--- src/rtl/vga_pkg.sv ---
// Shared definitions for the VGA timing/pattern generator: pattern modes,
// colour-bar palette and default 640x480@60 timing.
package vga_pkg;

  typedef enum logic [1:0] {
    MODE_SOLID = 2'd0,
    MODE_BARS  = 2'd1,
    MODE_CHECK = 2'd2,
    MODE_GRAD  = 2'd3
  } mode_e;

  localparam logic [15:0] BAR_WHITE   = 16'hFFFF;
  localparam logic [15:0] BAR_YELLOW  = 16'hFFE0;
  localparam logic [15:0] BAR_CYAN    = 16'h07FF;
  localparam logic [15:0] BAR_GREEN   = 16'h07E0;
  localparam logic [15:0] BAR_MAGENTA = 16'hF81F;
  localparam logic [15:0] BAR_RED     = 16'hF800;
  localparam logic [15:0] BAR_BLUE    = 16'h001F;
  localparam logic [15:0] BAR_BLACK   = 16'h0000;

  localparam int DEF_H_ACTIVE = 640;
  localparam int DEF_H_FP     = 16;
  localparam int DEF_H_SYNC   = 96;
  localparam int DEF_H_BP     = 48;
  localparam int DEF_V_ACTIVE = 480;
  localparam int DEF_V_FP     = 10;
  localparam int DEF_V_SYNC   = 2;
  localparam int DEF_V_BP     = 33;

  function automatic logic [15:0] bar_color(input logic [2:0] idx);
    logic [15:0] c;
    case (idx)
      3'd0:    c = BAR_WHITE;
      3'd1:    c = BAR_YELLOW;
      3'd2:    c = BAR_CYAN;
      3'd3:    c = BAR_GREEN;
      3'd4:    c = BAR_MAGENTA;
      3'd5:    c = BAR_RED;
      3'd6:    c = BAR_BLUE;
      default: c = BAR_BLACK;
    endcase
    return c;
  endfunction

endpackage

--- src/rtl/vga_timing.sv ---
// Horizontal/vertical raster counters with registered sync, data-enable,
// coordinates and frame-start pulse. Counter state is also exported for pattern logic.
module vga_timing
  import vga_pkg::*;
#(
  parameter int H_ACTIVE  = DEF_H_ACTIVE,
  parameter int H_FP      = DEF_H_FP,
  parameter int H_SYNC    = DEF_H_SYNC,
  parameter int H_BP      = DEF_H_BP,
  parameter int V_ACTIVE  = DEF_V_ACTIVE,
  parameter int V_FP      = DEF_V_FP,
  parameter int V_SYNC    = DEF_V_SYNC,
  parameter int V_BP      = DEF_V_BP,
  parameter int HSYNC_POL = 0,
  parameter int VSYNC_POL = 0,
  parameter int CW        = 12
) (
  input  logic          clk,
  input  logic          rst,
  output logic          hsync,
  output logic          vsync,
  output logic          de,
  output logic          frame_start,
  output logic [CW-1:0] x,
  output logic [CW-1:0] y,
  output logic [CW-1:0] h_cnt,
  output logic [CW-1:0] v_cnt,
  output logic          active,
  output logic          line_end,
  output logic          frame_end
);

  localparam logic [CW-1:0] H_ACT_C  = CW'(H_ACTIVE);
  localparam logic [CW-1:0] HS_BEG_C = CW'(H_ACTIVE + H_FP);
  localparam logic [CW-1:0] HS_END_C = CW'(H_ACTIVE + H_FP + H_SYNC);
  localparam logic [CW-1:0] H_LAST_C = CW'(H_ACTIVE + H_FP + H_SYNC + H_BP - 1);
  localparam logic [CW-1:0] V_ACT_C  = CW'(V_ACTIVE);
  localparam logic [CW-1:0] VS_BEG_C = CW'(V_ACTIVE + V_FP);
  localparam logic [CW-1:0] VS_END_C = CW'(V_ACTIVE + V_FP + V_SYNC);
  localparam logic [CW-1:0] V_LAST_C = CW'(V_ACTIVE + V_FP + V_SYNC + V_BP - 1);
  localparam logic          HS_ON    = (HSYNC_POL != 0);
  localparam logic          VS_ON    = (VSYNC_POL != 0);

  logic [CW-1:0] h_cnt_r, v_cnt_r, x_r, y_r;
  logic          hsync_r, vsync_r, de_r, fs_r;
  logic          hs_win_s, vs_win_s, active_s, line_end_s, frame_end_s;

  assign active_s    = (h_cnt_r < H_ACT_C) && (v_cnt_r < V_ACT_C);
  assign hs_win_s    = (h_cnt_r >= HS_BEG_C) && (h_cnt_r < HS_END_C);
  assign vs_win_s    = (v_cnt_r >= VS_BEG_C) && (v_cnt_r < VS_END_C);
  assign line_end_s  = (h_cnt_r == H_LAST_C);
  assign frame_end_s = line_end_s && (v_cnt_r == V_LAST_C);

  // Raster position: h wraps every line, v advances on the h wrap
  always_ff @(posedge clk) begin
    if (rst) begin
      h_cnt_r <= '0;
      v_cnt_r <= '0;
    end else if (line_end_s) begin
      h_cnt_r <= '0;
      v_cnt_r <= (v_cnt_r == V_LAST_C) ? '0 : v_cnt_r + CW'(1);
    end else begin
      h_cnt_r <= h_cnt_r + CW'(1);
    end
  end

  // Output registers: one clock behind the counter state they decode
  always_ff @(posedge clk) begin
    if (rst) begin
      hsync_r <= ~HS_ON;
      vsync_r <= ~VS_ON;
      de_r    <= 1'b0;
      fs_r    <= 1'b0;
      x_r     <= '0;
      y_r     <= '0;
    end else begin
      hsync_r <= hs_win_s ? HS_ON : ~HS_ON;
      vsync_r <= vs_win_s ? VS_ON : ~VS_ON;
      de_r    <= active_s;
      fs_r    <= (h_cnt_r == '0) && (v_cnt_r == '0);
      if (active_s) begin
        x_r <= h_cnt_r;
        y_r <= v_cnt_r;
      end
    end
  end

  assign hsync       = hsync_r;
  assign vsync       = vsync_r;
  assign de          = de_r;
  assign frame_start = fs_r;
  assign x           = x_r;
  assign y           = y_r;
  assign h_cnt       = h_cnt_r;
  assign v_cnt       = v_cnt_r;
  assign active      = active_s;
  assign line_end    = line_end_s;
  assign frame_end   = frame_end_s;

endmodule

--- src/rtl/vga_pattern_gen.sv ---
// VGA timing plus RGB565 test-pattern generator (solid, bars, checker, gradient).
// Mode and colour are latched only at frame end so a frame is never split.
module vga_pattern_gen
  import vga_pkg::*;
#(
  parameter int H_ACTIVE   = DEF_H_ACTIVE,
  parameter int H_FP       = DEF_H_FP,
  parameter int H_SYNC     = DEF_H_SYNC,
  parameter int H_BP       = DEF_H_BP,
  parameter int V_ACTIVE   = DEF_V_ACTIVE,
  parameter int V_FP       = DEF_V_FP,
  parameter int V_SYNC     = DEF_V_SYNC,
  parameter int V_BP       = DEF_V_BP,
  parameter int HSYNC_POL  = 0,
  parameter int VSYNC_POL  = 0,
  parameter int CHECK_LOG2 = 5,
  parameter int CW         = 12
) (
  input  logic          clk,
  input  logic          rst,
  input  logic [1:0]    mode,
  input  logic [15:0]   solid_color,
  output logic          hsync,
  output logic          vsync,
  output logic          de,
  output logic [15:0]   rgb,
  output logic [CW-1:0] x,
  output logic [CW-1:0] y,
  output logic          frame_start
);

  localparam logic [CW-1:0] BAR_LAST_C  = CW'(H_ACTIVE / 8 - 1);
  localparam logic [CW-1:0] GRAD_LAST_C = CW'(H_ACTIVE / 64 - 1);

  logic [CW-1:0] h_cnt_s, v_cnt_s;
  logic          active_s, line_end_s, frame_end_s, unused_cnt_s;
  mode_e         mode_q_r;
  logic [15:0]   color_q_r, pix_s, rgb_r;
  logic [CW-1:0] bar_cnt_r, grad_cnt_r;
  logic [2:0]    bar_idx_r;
  logic [5:0]    grad_r;

  vga_timing #(
    .H_ACTIVE (H_ACTIVE), .H_FP (H_FP), .H_SYNC (H_SYNC), .H_BP (H_BP),
    .V_ACTIVE (V_ACTIVE), .V_FP (V_FP), .V_SYNC (V_SYNC), .V_BP (V_BP),
    .HSYNC_POL(HSYNC_POL), .VSYNC_POL(VSYNC_POL), .CW(CW)
  ) u_timing (
    .clk        (clk),
    .rst        (rst),
    .hsync      (hsync),
    .vsync      (vsync),
    .de         (de),
    .frame_start(frame_start),
    .x          (x),
    .y          (y),
    .h_cnt      (h_cnt_s),
    .v_cnt      (v_cnt_s),
    .active     (active_s),
    .line_end   (line_end_s),
    .frame_end  (frame_end_s)
  );

  assign unused_cnt_s = ^{h_cnt_s, v_cnt_s};

  // Pattern selection is captured on the last cycle of each frame
  always_ff @(posedge clk) begin
    if (rst) begin
      mode_q_r  <= MODE_SOLID;
      color_q_r <= 16'h0000;
    end else if (frame_end_s) begin
      mode_q_r  <= mode_e'(mode);
      color_q_r <= solid_color;
    end
  end

  // Bar and gradient steppers track the current column without a divider
  always_ff @(posedge clk) begin
    if (rst || line_end_s) begin
      bar_cnt_r  <= '0;
      bar_idx_r  <= 3'd0;
      grad_cnt_r <= '0;
      grad_r     <= 6'd0;
    end else if (active_s) begin
      if (bar_cnt_r == BAR_LAST_C) begin
        bar_cnt_r <= '0;
        bar_idx_r <= (bar_idx_r == 3'd7) ? 3'd7 : bar_idx_r + 3'd1;
      end else begin
        bar_cnt_r <= bar_cnt_r + CW'(1);
      end
      if (grad_cnt_r == GRAD_LAST_C) begin
        grad_cnt_r <= '0;
        grad_r     <= (grad_r == 6'd63) ? 6'd63 : grad_r + 6'd1;
      end else begin
        grad_cnt_r <= grad_cnt_r + CW'(1);
      end
    end
  end

  // Pixel colour for the current raster position
  always_comb begin
    pix_s = 16'h0000;
    if (active_s) begin
      case (mode_q_r)
        MODE_SOLID: pix_s = color_q_r;
        MODE_BARS:  pix_s = bar_color(bar_idx_r);
        MODE_CHECK: pix_s = (h_cnt_s[CHECK_LOG2] ^ v_cnt_s[CHECK_LOG2]) ? 16'hFFFF : 16'h0000;
        MODE_GRAD:  pix_s = {grad_r[5:1], grad_r, grad_r[5:1]};
        default:    pix_s = 16'h0000;
      endcase
    end else begin
      pix_s = 16'h0000;
    end
  end

  // RGB output register, aligned with the timing outputs
  always_ff @(posedge clk) begin
    if (rst) begin
      rgb_r <= 16'h0000;
    end else begin
      rgb_r <= pix_s;
    end
  end

  assign rgb = rgb_r;

endmodule
--- config.mk ---
export PLATFORM = sky130hd
export DESIGN_NAME = vga_pattern_gen
export DESIGN_NICKNAME = d
export VERILOG_FILES = /design/src/rtl/vga_pkg.sv /design/src/rtl/vga_timing.sv /design/src/rtl/vga_pattern_gen.sv
export SDC_FILE = /design/constraint.sdc
export NUM_CORES = 1
export LEC_CHECK = 0
export BUFFER_PORTS_ARGS = -buffer_cell sky130_fd_sc_hd__buf_2
export CORE_UTILIZATION = 55
export DETAILED_ROUTE_END_ITERATION = 6
export PLACE_DENSITY = 0.86
export SYNTH_ARGS = -nofsm -noshare
export SYNTH_HDL_FRONTEND = slang
export SYNTH_SLANG_ARGS = --single-unit
--- constraint.sdc ---
create_clock -name clk -period 2.23 [get_ports clk]
set_input_delay 0.223 -clock clk [delete_from_list [all_inputs] [get_ports clk]]
set_output_delay 0.223 -clock clk [all_outputs]
set_load 0.005 [all_outputs]
==> Word level (Yosys, flattened, before mapping) <==
Cells that the tools add are included.
{ "totals": {"reg_bits": 119, "in_bits": 20, "out_inout_bits": 44, "word_cells": 68} }
{ "op_classes": {"addsub": 6, "n_lt_le_gt_ge": 6, "n_eq_ne": 15, "muxes": 10, "bitwise_logic": 2, "reduce_logical": 14} }
{ "ops": {"columns": ["op", "count"], "rows": [
  ["16-bit case mux with 7 select lines", 1],
  ["16-bit case mux with 4 select lines", 1],
  ["12-bit by 1-bit adder with 12-bit output, second input constant", 4],
  ["12-bit two-way mux", 3],
  ["12-bit by 10-bit == test with 1-bit output, second input constant", 2],
  ["12-bit logical NOT", 2],
  ["12-bit by 10-bit < comparator with 1-bit output, second input constant", 2],
  ["12-bit by 9-bit < comparator with 1-bit output, second input constant", 2],
  ["16-bit two-way mux", 1],
  ["12-bit by 4-bit == test with 1-bit output, second input constant", 1],
  ["12-bit by 7-bit == test with 1-bit output, second input constant", 1],
  ["3-bit == test, second input constant", 4],
  ["12-bit by 10-bit >= comparator with 1-bit output, second input constant", 1],
  ["12-bit by 9-bit >= comparator with 1-bit output, second input constant", 1],
  ["6-bit by 1-bit adder with 6-bit output, second input constant", 1],
  ["3-bit by 2-bit == test with 1-bit output, second input constant", 2],
  ["6-bit == test, second input constant", 1],
  ["6-bit two-way mux", 1],
  ["1-bit logical AND", 5],
  ["2-bit == test, second input constant", 2],
  ["2-bit AND reduction", 2],
  ["2-bit OR reduction", 2],
  ["3-bit by 1-bit adder with 3-bit output, second input constant", 1],
  ["3-bit by 1-bit == test with 1-bit output, second input constant", 1],
  ["8 further kinds", 9]
]} }

==> Logic depth before layout (Yosys ltp) <==
{ "logic_depth": {"depth_word": 4, "depth_mapped": 8, "ltp_nobuf": 6} }

==> By module <==
Synthesis repeated with hierarchy kept, for this count alone.
{ "hier_totals": {"hier_cells": 535, "hier_area_um2": 5099.9} }
{ "by_module_without_submodules": {"columns": ["module", "n_inst", "cells_per_inst", "area_per_inst_um2", "seq_area_each_um2"], "rows": [
  ["vga_pattern_gen", 1, 283, 2811.4, 1341.3],
  ["vga_timing", 1, 252, 2288.4, 1041.0]
]} }

==> Worst setup path after synthesis <==
No wires, ideal clock.
{ "synth_path": {"path_kind": "register to register", "from": "register u_timing.h_cnt_r[0] (netlist: u_timing.h_cnt[0])", "to": "register u_timing.v_cnt_r[5] (netlist: u_timing.v_cnt[5])", "setup_time_ps": 67, "t_arrival_ps": 1826, "t_required_ps": 2163, "path_slack_ps": 337, "stages_incl_launch_ff": 7, "path_buffers": 1, "synth_period_minus_slack_ps": 1893, "cell_sequence": "dfxtp_1 ha_1 and4_1 nand4_4 buf_6 or4b_4 a21oi_2"} }
{ "synth_via": {"elab_chain_len": 1} }
{ "synth_rtl": {"columns": ["element", "line", "text"], "rows": [
  ["start: declaration", "vga_timing.sv:44", "logic [CW-1:0] h_cnt_r, v_cnt_r, x_r, y_r;"],
  ["start signal: assignment", "vga_timing.sv:63", "h_cnt_r <= h_cnt_r + CW'(1);"],
  ["12-bit by 10-bit == test with 1-bit output", "vga_timing.sv:51", "assign line_end_s = (h_cnt_r == H_LAST_C);"],
  ["end signal: assignment", "vga_timing.sv:61", "v_cnt_r <= (v_cnt_r == V_LAST_C) ? '0 : v_cnt_r + CW'(1);"],
  ["end: declaration", "vga_timing.sv:44", null]
]} }
No other way between the ends.
A chain may end at the register's enable or synchronous reset.

==> Worst setup path after layout <==
{ "layout_path": {"from": "register u_timing.h_cnt_r[0] (netlist: u_timing.h_cnt[0])", "to": "register u_timing.v_cnt_r[6] (netlist: u_timing.v_cnt[6])"} }
Same word-level chain as after synthesis.

==> impl_metrics.env <==
export IMPL_ant_nets=0
export IMPL_gp_congestion=0.9136
export IMPL_cpPeakStageDelay_ns=0.41
export IMPL_ir_worst_vdd_mv=0.6351
export IMPL_critPathRequiredTime_ns=2.62
export IMPL_h_tree_depth=4
export IMPL_maxSlewViolCount=0
export IMPL_synth_nets=668
export IMPL_clk_latency_ns=0.53
export IMPL_power_switching_mw=1.165
export IMPL_yosys_area_top_type="dfxtp_1"
export IMPL_dieArea_um2=10100
export IMPL_pwr_share_seq_pct=42.4
export IMPL_synth_area_um2=5338
export IMPL_setup_slack_ns=0.1327
export IMPL_nets=738
export IMPL_path_class="reg -> reg"
export IMPL_fin_skew_ns=0.01474
export IMPL_fin_crit_sh_pct=94.05
export IMPL_grt_max_degree=30
export IMPL_period_minus_slack_ns=2.097
export IMPL_grt_pass1_wl_um=23740
export IMPL_synth_enable_flop_cells=0
export IMPL_fmax_ghz=0.4768
export IMPL_rsz0062_at_grt="no"
export IMPL_drive_gt1_share_pct=17.80
export IMPL_yosysSeqAreaShare_pct=44.63
export IMPL_intPower_mw=3.972
export IMPL_setup_viol=0
export IMPL_cts_buffers=17
export IMPL_syn_to_final_growth_pct=23.02
export IMPL_cts_root_buf="clkbuf_8"
export IMPL_fp_dieW_um=100.5
export IMPL_drc=0
export IMPL_whs_ns=0.08326
export IMPL_grt_ovfl_total=0
export IMPL_layout_common_cells="119 x dfxtp_1, 66 x nand2_1, 66 x a21oi_1, 63 x buf_2, 44 x nor2_1"
export IMPL_hold_path_class="in -> reg"
export IMPL_dr_total_vias=5315
export IMPL_grt_pass1_vias=4895
export IMPL_grt_antenna_before_repair=1
export IMPL_wl_um=14890
export IMPL_core_area_um2=9328
export IMPL_p_leak_nw=2.416
export IMPL_worstSetupEndpointType="register"
export IMPL_via_per_inst=6.260
export IMPL_place_area_um2=5747
export IMPL_final_area_um2=6566
export IMPL_p_per_area_nw_per_um2=782.5
export IMPL_ys_ff_latch=119
export IMPL_wire_per_inst_um=17.54
export IMPL_firstDrtPassIters=5
export IMPL_start_util_pct=57.22
export IMPL_port_buffers=63
export IMPL_cts_tree="built"
export IMPL_yosys_top_cells_area="dfxtp_1 45%, a21oi_1 6.3%, nand2_1 4.6%"
export IMPL_pwr_share_clk_pct=54.0
export IMPL_fin_setup_tns_ns=0
export IMPL_netlist_area_leader_share_pct=44.63
export IMPL_ioPinCount=64
export IMPL_pwr_share_comb_pct=3.6
export IMPL_clock_sinks=119
export IMPL_relSlewSlack_pct=55.80
export IMPL_crit_fanout=19
export IMPL_cap_violations=0
export IMPL_cpMaxStageDelayCell="dfxtp_1"
export IMPL_start_kind="register"
export IMPL_dp_worst_setup_slack_ns=0.006718
export IMPL_clk_path_buf_depth=2
export IMPL_drt_iter0_drc=466
export IMPL_num_rows=35
export IMPL_ys_types=56
export IMPL_final_common_cell="dfxtp_1"
export IMPL_cp_cell_sequence="ha_1 > and4_2 > nand4_4 > buf_4 > o21ai_4 > a21oi_1"
export IMPL_critical_path_arrival_ns=2.49
export IMPL_critPathBufInv=1
export IMPL_swShare_pct=22.68
export IMPL_synthFlopType="dfxtp_1"
export IMPL_hold_viol=0
export IMPL_grt_usage_pct=30.10
export IMPL_worst_pin_slew_ns=0.6621
export IMPL_synth_cells=636
export IMPL_utilization_pct=70.40
export IMPL_status="finished clean"
export IMPL_yosys_warnings=0
export IMPL_die_h_um=100.5
export IMPL_async_flop_share_pct=0
export IMPL_dp_hpwl_um=8781
export IMPL_clk_pin_slew_worst_paths_ns=0.06
export IMPL_avgSynthCellArea_um2=8.392
export IMPL_critPathTopFamily="simple AND/OR/NAND/NOR gates"
-- logic make-up (layout without fill, tap and decap cells) --
| kind of cell | after synthesis | count (layout) | synth area share [%] |
|---|---|---|---|
| AND/OR/NAND/NOR | 267 | 268 | 26.63 |
| XOR/XNOR | 12 | 12 | 1.969 |
| buffers and inverters | 64 | 146 | 5.087 |
| flip-flops | 119 | 119 | 44.63 |
| adder cells (fa/ha/maj) | 12 | 12 | 2.813 |
| other | 0 | 1 | 0 |
| AO/OA/AOI/OAI | 162 | 162 | 18.87 |
-- routing by layer --
metal	share of wire, %	vias up	routed length [um]	GRT usage (%)
li1	-	2483	-	-
met1	38	2468	5727	34.84
met2	49	299	7278	50.42
met3	7.8	65	1161	7.351
met4	4.9	0	725	18.17
met5	0	-	0	0
-- synth_stat cells (10+ instances only) --
master	number
a311oi_1	11
or3_1	13
inv_1	15
or4_1	13
o21ai_0	35
nand2_1	66
nand3_1	36
nor4_1	11
nor3_1	19
a21oi_1	67
nor2_1	44
and3_1	10
ha_1	12
dfxtp_1	119
nand4_1	21
buf_2	12
clkbuf_1	31
-- timing repair --
item,4_1_cts,5_1_grt
setup buffers,0,0
hold endpoints to repair,18,0
hold buffers,18,0
setup endpoints to repair,8,31
pin swaps,0,1
gates cloned,0,1
gates resized for setup,1,3
-- power groups by stage --
stage / combinational [mW] / sequential (mW) / clock [mW]
finish: 0.185 / 2.18 / 2.78
global route: 0.202 / 2.18 / 2.88
CTS: 0.178 / 2.17 / 2.75
detailed placement: 0.152 / 2.22 / 0
global placement: 0.144 / 2.22 / 0
floorplan: 0.0952 / 2.21 / 0
-- worst register-to-register path: cells and delay by family (launching register included) --
kind / cells / cell delay, ns
buf+inv: 1 / 0.29
flops: 1 / 0.41
simple gates: 2 / 0.56
fa+ha+maj: 1 / 0.26
compound gates: 2 / 0.44
-- through the flow --
| step | std cells | power [mW] |
|---|---|---|
| 6_report | 849 | 5.138 |
| 5_1_grt | 849 | 5.259 |
| 2_1_floorplan | 636 | 2.309 |
| 3_3_place_gp | 797 | 2.363 |
| 4_1_cts | 847 | 5.100 |
| 3_5_place_dp | 797 | 2.372 |
-- layout make-up --
class	count	area [um^2]
well taps	129	161.4
repair buffers	99	643.1
clock inverters	14	172.7
fillers	663	2761
inverters	15	56.30
clock buffers	18	427.9
flip-flops and latches	119	2382
diodes	1	2.502
multi-input cells	454	2720
-- sequential cells by signal, indices dropped and copies added (netlist names) --
name and count:
u_timing.vsync 1, mode_q_r 2, u_timing.x 12, grad_r 6, grad_cnt_r 12, rgb 16
u_timing.de 1, u_timing.hsync 1, u_timing.h_cnt 12, u_timing.v_cnt 12, bar_idx_r 3, u_timing.y 12
bar_cnt_r 12, color_q_r 16, u_timing.frame_start 1
-- final timing paths --
check | start | end | slack (ns) | cells after the start
hold / removal | rst | u_timing.v_cnt[0]$_SDFFE_PP0P_ | 0.08 | 2
setup / recovery | u_timing.h_cnt[0]$_SDFF_PP0_ | u_timing.v_cnt[6]$_SDFFE_PP0P_ | 0.13 | 6
hold reg to reg | u_timing.x[2]$_SDFFE_PP0P_ | u_timing.x[2]$_SDFFE_PP0P_ | 0.45 | 2
setup reg to reg | u_timing.h_cnt[0]$_SDFF_PP0_ | u_timing.v_cnt[6]$_SDFFE_PP0P_ | 0.13 | 6
No activity file was read; power rests on OpenSTA's default activity.
